**config.mk**
```make
export PLATFORM = sky130hd
export DESIGN_NAME = multicycle_ctrl
export DESIGN_NICKNAME = d
export VERILOG_FILES = /design/src/rtl/ctrl_pkg.sv /design/src/rtl/imm_gen.sv /design/src/rtl/multicycle_ctrl.sv
export SDC_FILE = /design/constraint.sdc
export NUM_CORES = 1
export LEC_CHECK = 0
export ABC_CLOCK_PERIOD_IN_PS = 7640
export CAP_MARGIN = 20
export CORE_AREA = 5 5 80 155
export DETAILED_ROUTE_END_ITERATION = 16
export DIE_AREA = 0 0 85 160
export MAX_ROUTING_LAYER = met4
export PLACE_DENSITY = 0.82
export SYNTH_ARGS = -nofsm -noshare
export SYNTH_HDL_FRONTEND = slang
export SYNTH_SLANG_ARGS = --single-unit
```
**constraint.sdc**
```tcl
create_clock -name clk -period 7.64 [get_ports clk]
set_clock_uncertainty 0.2 [all_clocks]
set_input_delay 1.528 -clock clk [delete_from_list [all_inputs] [get_ports clk]]
set_output_delay 1.528 -clock clk [all_outputs]
set_load 0.01 [all_outputs]
```
**src/rtl/ctrl_pkg.sv**
```systemverilog
// Shared definitions for the multicycle_ctrl instruction sequencer:
// FSM state encoding and the RV32I opcode/funct fields it recognises.
package ctrl_pkg;

  typedef enum logic [1:0] {
    IDLE,
    DECODE,
    EXEC,
    WB
  } state_t;

  localparam logic [6:0] OP_ADDI   = 7'b0010011;
  localparam logic [6:0] OP_BRANCH = 7'b1100011;
  localparam logic [6:0] OP_RTYPE  = 7'b0110011;

  localparam logic [2:0] F3_ADD = 3'b000;
  localparam logic [2:0] F3_BNE = 3'b001;

  localparam logic [6:0] F7_ADD = 7'b0000000;

endpackage

```
**src/rtl/imm_gen.sv**
```systemverilog
// Immediate generator: sign-extends the I-type or B-type immediate of an
// RV32I instruction, chosen by opcode. Opcodes without an immediate give 0.
// Ports:
//   instr  in   32          instruction word
//   imm    out  DATA_WIDTH  sign-extended immediate
module imm_gen
  import ctrl_pkg::*;
#(
  parameter int DATA_WIDTH = 32
) (
  input  logic [31:0]           instr,
  output logic [DATA_WIDTH-1:0] imm
);

  logic signed [11:0] i_imm;
  logic signed [12:0] b_imm;

  // rs1/funct3 bits never carry immediate data for I/B formats
  logic unused_bits;
  assign unused_bits = ^instr[19:12];

  always_comb begin
    i_imm = instr[31:20];
    b_imm = {instr[31], instr[7], instr[30:25], instr[11:8], 1'b0};
    imm   = '0;
    case (instr[6:0])
      OP_ADDI:   imm = {{(DATA_WIDTH-12){i_imm[11]}}, i_imm};
      OP_BRANCH: imm = {{(DATA_WIDTH-13){b_imm[12]}}, b_imm};
      default:   imm = '0;
    endcase
  end

endmodule

```
**src/rtl/multicycle_ctrl.sv**
```systemverilog
// Multi-cycle instruction sequencer (initiator side of the register file).
// Accepts one instruction in IDLE, then walks DECODE -> EXEC -> WB.
// Executes ADDI and BNE; any other encoding pulses illegal in DECODE.
// Optional feature: define RTYPE_ADD_EN to also execute R-type ADD.
// Ports:
//   clk, rst_n            clock, synchronous active-low reset
//   instr_valid/instr     instruction handshake in; instr_ready out (IDLE)
//   AD1/AD2/AD3           rs1/rs2/rd register addresses (DECODE..WB)
//   RD1/RD2               combinational register file read data
//   WE3/WD3               register file write port (WB only)
//   pc_src/imm_out        branch outcome and immediate for the PC logic
//   done/illegal          one-cycle retire / drop pulses
module multicycle_ctrl
  import ctrl_pkg::*;
#(
  parameter int DATA_WIDTH = 32,
  parameter int ADDR_WIDTH = 5
) (
  input  logic                  clk,
  input  logic                  rst_n,
  input  logic                  instr_valid,
  input  logic [31:0]           instr,
  output logic                  instr_ready,
  output logic [ADDR_WIDTH-1:0] AD1,
  output logic [ADDR_WIDTH-1:0] AD2,
  output logic [ADDR_WIDTH-1:0] AD3,
  output logic                  WE3,
  output logic [DATA_WIDTH-1:0] WD3,
  input  logic [DATA_WIDTH-1:0] RD1,
  input  logic [DATA_WIDTH-1:0] RD2,
  output logic                  pc_src,
  output logic [DATA_WIDTH-1:0] imm_out,
  output logic                  done,
  output logic                  illegal
);

  state_t                state, state_nxt;
  logic [31:0]           instr_q;
  logic [DATA_WIDTH-1:0] result_q;
  logic                  taken_q;
  logic [DATA_WIDTH-1:0] imm;

  logic op_addi, op_bne, op_add, op_write, op_legal;

  imm_gen #(.DATA_WIDTH(DATA_WIDTH)) u_imm_gen (
    .instr (instr_q),
    .imm   (imm)
  );

  always_comb begin
    op_addi = (instr_q[6:0] == OP_ADDI) && (instr_q[14:12] == F3_ADD);
    op_bne  = (instr_q[6:0] == OP_BRANCH) && (instr_q[14:12] == F3_BNE);
`ifdef RTYPE_ADD_EN
    op_add  = (instr_q[6:0] == OP_RTYPE) && (instr_q[14:12] == F3_ADD) &&
              (instr_q[31:25] == F7_ADD);
`else
    op_add  = 1'b0;
`endif
    op_write = op_addi || op_add;
    op_legal = op_write || op_bne;
  end

  always_ff @(posedge clk) begin
    if (!rst_n) begin
      state    <= IDLE;
      instr_q  <= '0;
      result_q <= '0;
      taken_q  <= 1'b0;
    end else begin
      state <= state_nxt;
      if (state == IDLE && instr_valid) begin
        instr_q <= instr;
      end
      // RD1/RD2 are valid here because the addresses were driven in DECODE
      if (state == EXEC) begin
        result_q <= op_add ? (RD1 + RD2) : (RD1 + imm);
        taken_q  <= (RD1 != RD2);
      end
    end
  end

  always_comb begin
    state_nxt   = state;
    instr_ready = 1'b0;
    AD1         = '0;
    AD2         = '0;
    AD3         = '0;
    WE3         = 1'b0;
    WD3         = '0;
    pc_src      = 1'b0;
    imm_out     = '0;
    done        = 1'b0;
    illegal     = 1'b0;

    if (state != IDLE) begin
      AD1     = ADDR_WIDTH'(instr_q[19:15]);
      AD2     = ADDR_WIDTH'(instr_q[24:20]);
      AD3     = ADDR_WIDTH'(instr_q[11:7]);
      imm_out = imm;
    end

    case (state)
      IDLE: begin
        instr_ready = 1'b1;
        if (instr_valid) state_nxt = DECODE;
      end
      DECODE: begin
        if (op_legal) begin
          state_nxt = EXEC;
        end else begin
          illegal   = 1'b1;
          state_nxt = IDLE;
        end
      end
      EXEC: state_nxt = WB;
      WB: begin
        done      = 1'b1;
        WD3       = result_q;
        WE3       = op_write && (instr_q[11:7] != 5'd0);
        pc_src    = op_bne && taken_q;
        state_nxt = IDLE;
      end
      default: state_nxt = IDLE;
    endcase
  end

endmodule
```
==> flow_metrics.env <==
export IMPL_status="completed"
export IMPL_min_period_ns=4.83
export IMPL_finalCritPeriodShare=0.632
export IMPL_clk_pin_slew_ns=0.06
export IMPL_reg2reg_setup_slack_ns=2.83
export IMPL_antenna_left=0
export IMPL_cts_inserted_buffers=9
export IMPL_io_pin_count=183
export IMPL_crit_path_max_incr_delay_ns=0.73
export IMPL_synthArstFlopShare=0
export IMPL_crit_buf_inv=2
export IMPL_drtIter0Drc=262
export IMPL_final_core_util=0.676
export IMPL_routabilityCongestion=1.00
export IMPL_yosysSeqAreaShare=0.250
export IMPL_netlist_instances=716
export IMPL_die_h_um=160
export IMPL_diodes=0
export IMPL_preCtsSetupSlack_ns=2.59
export IMPL_synth_edf_count=0
export IMPL_startpoint_type="flip-flop"
export IMPL_drive_gt1_frac=0.0362
export IMPL_hp_start="result_q[10]$_SDFFE_PN0P_"
export IMPL_worst_ep_arrival_time_ns=3.10
export IMPL_synth_nets=847
export IMPL_required_ns=5.91
export IMPL_ir_drop_v=0.000134
export IMPL_totalWireLength_um=18900
export IMPL_whs_ns=0.246
export IMPL_clock_sinks=67
export IMPL_instances_no_fill=997
export IMPL_grt_ovfl_total=0
export IMPL_multiInputGateArea_mm2=0.00367
export IMPL_p_per_area_mw_per_mm2=124
export IMPL_core_mm2=0.0109
export IMPL_grt_pass1_wl_um=29500
export IMPL_rsz0062_at_grt="false"
export IMPL_fillerInstances=970
export IMPL_syn_avg_cell_area_um2=7.50
export IMPL_cts_root_buf="clkbuf_16"
export IMPL_io_buffer_count=182
export IMPL_num_rows=54
export IMPL_cap_violations=0
export IMPL_grt_max_degree=56
export IMPL_reg2reg_to="result_q[29]$_SDFFE_PN0P_"
export IMPL_path_max_fanout=19
export IMPL_layout_commonest_cell="clkdlybuf4s50_1"
export IMPL_tns_ns=0
export IMPL_clock_path_buffers=2
export IMPL_leakage_nw=3.01
export IMPL_nets=983
export IMPL_grt_pass1_vias=5786
export IMPL_critical_path_cell_chain="or3b_2, a21oi_1, nand2_1, nor2_1, buf_4, clkdlybuf4s50_1"
export IMPL_cts_resized=0
export IMPL_area_delta_synth_final_pct=37.7
export IMPL_cpMaxStageDelayCell="a21oi_1"
export IMPL_cts_tree="done"
export IMPL_cts_htree_levels=3
export IMPL_die_x_um=85
export IMPL_finalMaxSlewViolations=0
export IMPL_max_slew_margin=0.301
export IMPL_initial_utilization=0.491
export IMPL_cp_end_kind="output pin"
export IMPL_min_to="result_q[10]$_SDFFE_PN0P_"
export IMPL_r2r_cells=11
export IMPL_syn_area_mm2=0.00537
export IMPL_worstMarginPinSlew_ns=1.05
export IMPL_finalHoldViolCount=0
export IMPL_hold_path_class="flip-flop to flip-flop"
export IMPL_setup_viol=0
export IMPL_yosys_warnings=0
export IMPL_post_cts_setup_buffer_count=0
export IMPL_antenna_found_initial=0
export IMPL_most_common_layout_cells="clkdlybuf4s50_1, nand2_1, dfxtp_1"
export IMPL_fmax_mhz=207
export IMPL_place_hpwl_um=14900
export IMPL_ys_flop_type="dfxtp_1"
export IMPL_ys_types=67
export IMPL_crit_family="simple AND/OR/NAND/NOR gates"
export IMPL_seq_area_mm2=0.00134
export IMPL_yosys_register_bits=67
export IMPL_wl_per_cell_um=18.9
export IMPL_vias=5665
export IMPL_min_delay_path_depth=2
export IMPL_path_class="flip-flop to output pin"
export IMPL_reg2reg_from="instr_q[5]$_SDFFE_PN0P_"
export IMPL_hold_buffers=0
export IMPL_dp_cells=978
export IMPL_post_route_worst_setup_slack_ns=2.81
export IMPL_drcViolationCount=0
export IMPL_first_pass_iters=4
export IMPL_grt_total_usage=0.278
export IMPL_die_area_mm2=0.0136
export IMPL_via_per_inst=5.68
export IMPL_clkLatencyLatePin_ns=0.34
## cell type report
type                       count  area share
clock buffer                   9      0.0304
clock inverter                 7     0.00693
inverter                      11     0.00558
multi-input combinational    576       0.495
sequential                    67       0.181
tap                          140      0.0237
timing repair buffer         187       0.257
## worst reg2reg max path: cells and delay by family, from the launching register on
family | cells | cell delay (ns)
buf+inv | 1 | 0.58
flops | 1 | 0.32
simple gates | 4 | 1.13
fa+ha+maj | 1 | 0.44
compound gates | 5 | 2.01
## synth_stat cells, drive strengths merged (8+ instances only)
cell type  count  area [µm²]
nand2        120         450
dfxtp         67        1340
and3          43         269
o21ai         41         205
a21boi        40         300
and2          39         245
a21oi         37         189
clkbuf        32         121
nor2          32         120
ha            31         388
buf           30         203
xor2          25         219
xnor2         23         201
nand3         17        85.1
inv           11        41.3
a21o          10        75.1
nand4          9        56.3
nor3           8        40.0
## kinds of logic after synthesis
family | after synthesis | synth area share
flops | 67 | 0.250
simple gates | 312 | 0.295
fa+ha+maj | 32 | 0.0759
xor+xnor | 48 | 0.0782
mux | 2 | 0.00373
compound gates | 182 | 0.230
buf+inv | 73 | 0.0680
## metrics by stage
stage / cell area (µm²) / power [mW]
after floorplan: 5370 / 0.446
after global placement: 7060 / 0.525
after detailed placement: 7060 / 0.530
after CTS: 7340 / 0.920
after global routing: 7400 / 0.948
final: 7400 / 0.916
## how the worst max path moves through the flow
stage | startpoint | endpoint | depth (start not counted)
after floorplan | instr_q[5]$_SDFFE_PN0P_ | imm_out[13] | 5
after CTS | instr_q[5]$_SDFFE_PN0P_ | imm_out[27] | 5
final | instr_q[5]$_SDFFE_PN0P_ | imm_out[30] | 6
after global routing | instr_q[5]$_SDFFE_PN0P_ | result_q[29]$_SDFFE_PN0P_ | 11
after global placement | instr_q[5]$_SDFFE_PN0P_ | imm_out[12] | 5
after detailed placement | instr_q[5]$_SDFFE_PN0P_ | imm_out[27] | 5
## where the power goes
| group | total [mW] | switching, mW | internal (mW) |
|---|---|---|---|
| Sequential | 0.367 | 0.00757 | 0.360 |
| Combinational | 0.158 | 0.0749 | 0.0833 |
| Clock | 0.391 | 0.170 | 0.221 |
## per-layer routing
metal,GRT usage,wire length (µm),up-vias
li1,-,-,2784
met1,0.266,6630,2604
met3,0.0371,885,58
met5,-,0,-
met4,0.151,985,0
met2,0.521,10300,219
## sequential cells by signal, indices dropped and copies added, names as in the netlist, named ones only
name / count
state: 1
taken_q: 1
result_q: 32
instr_q: 32
(Power assumes the default switching activity.)
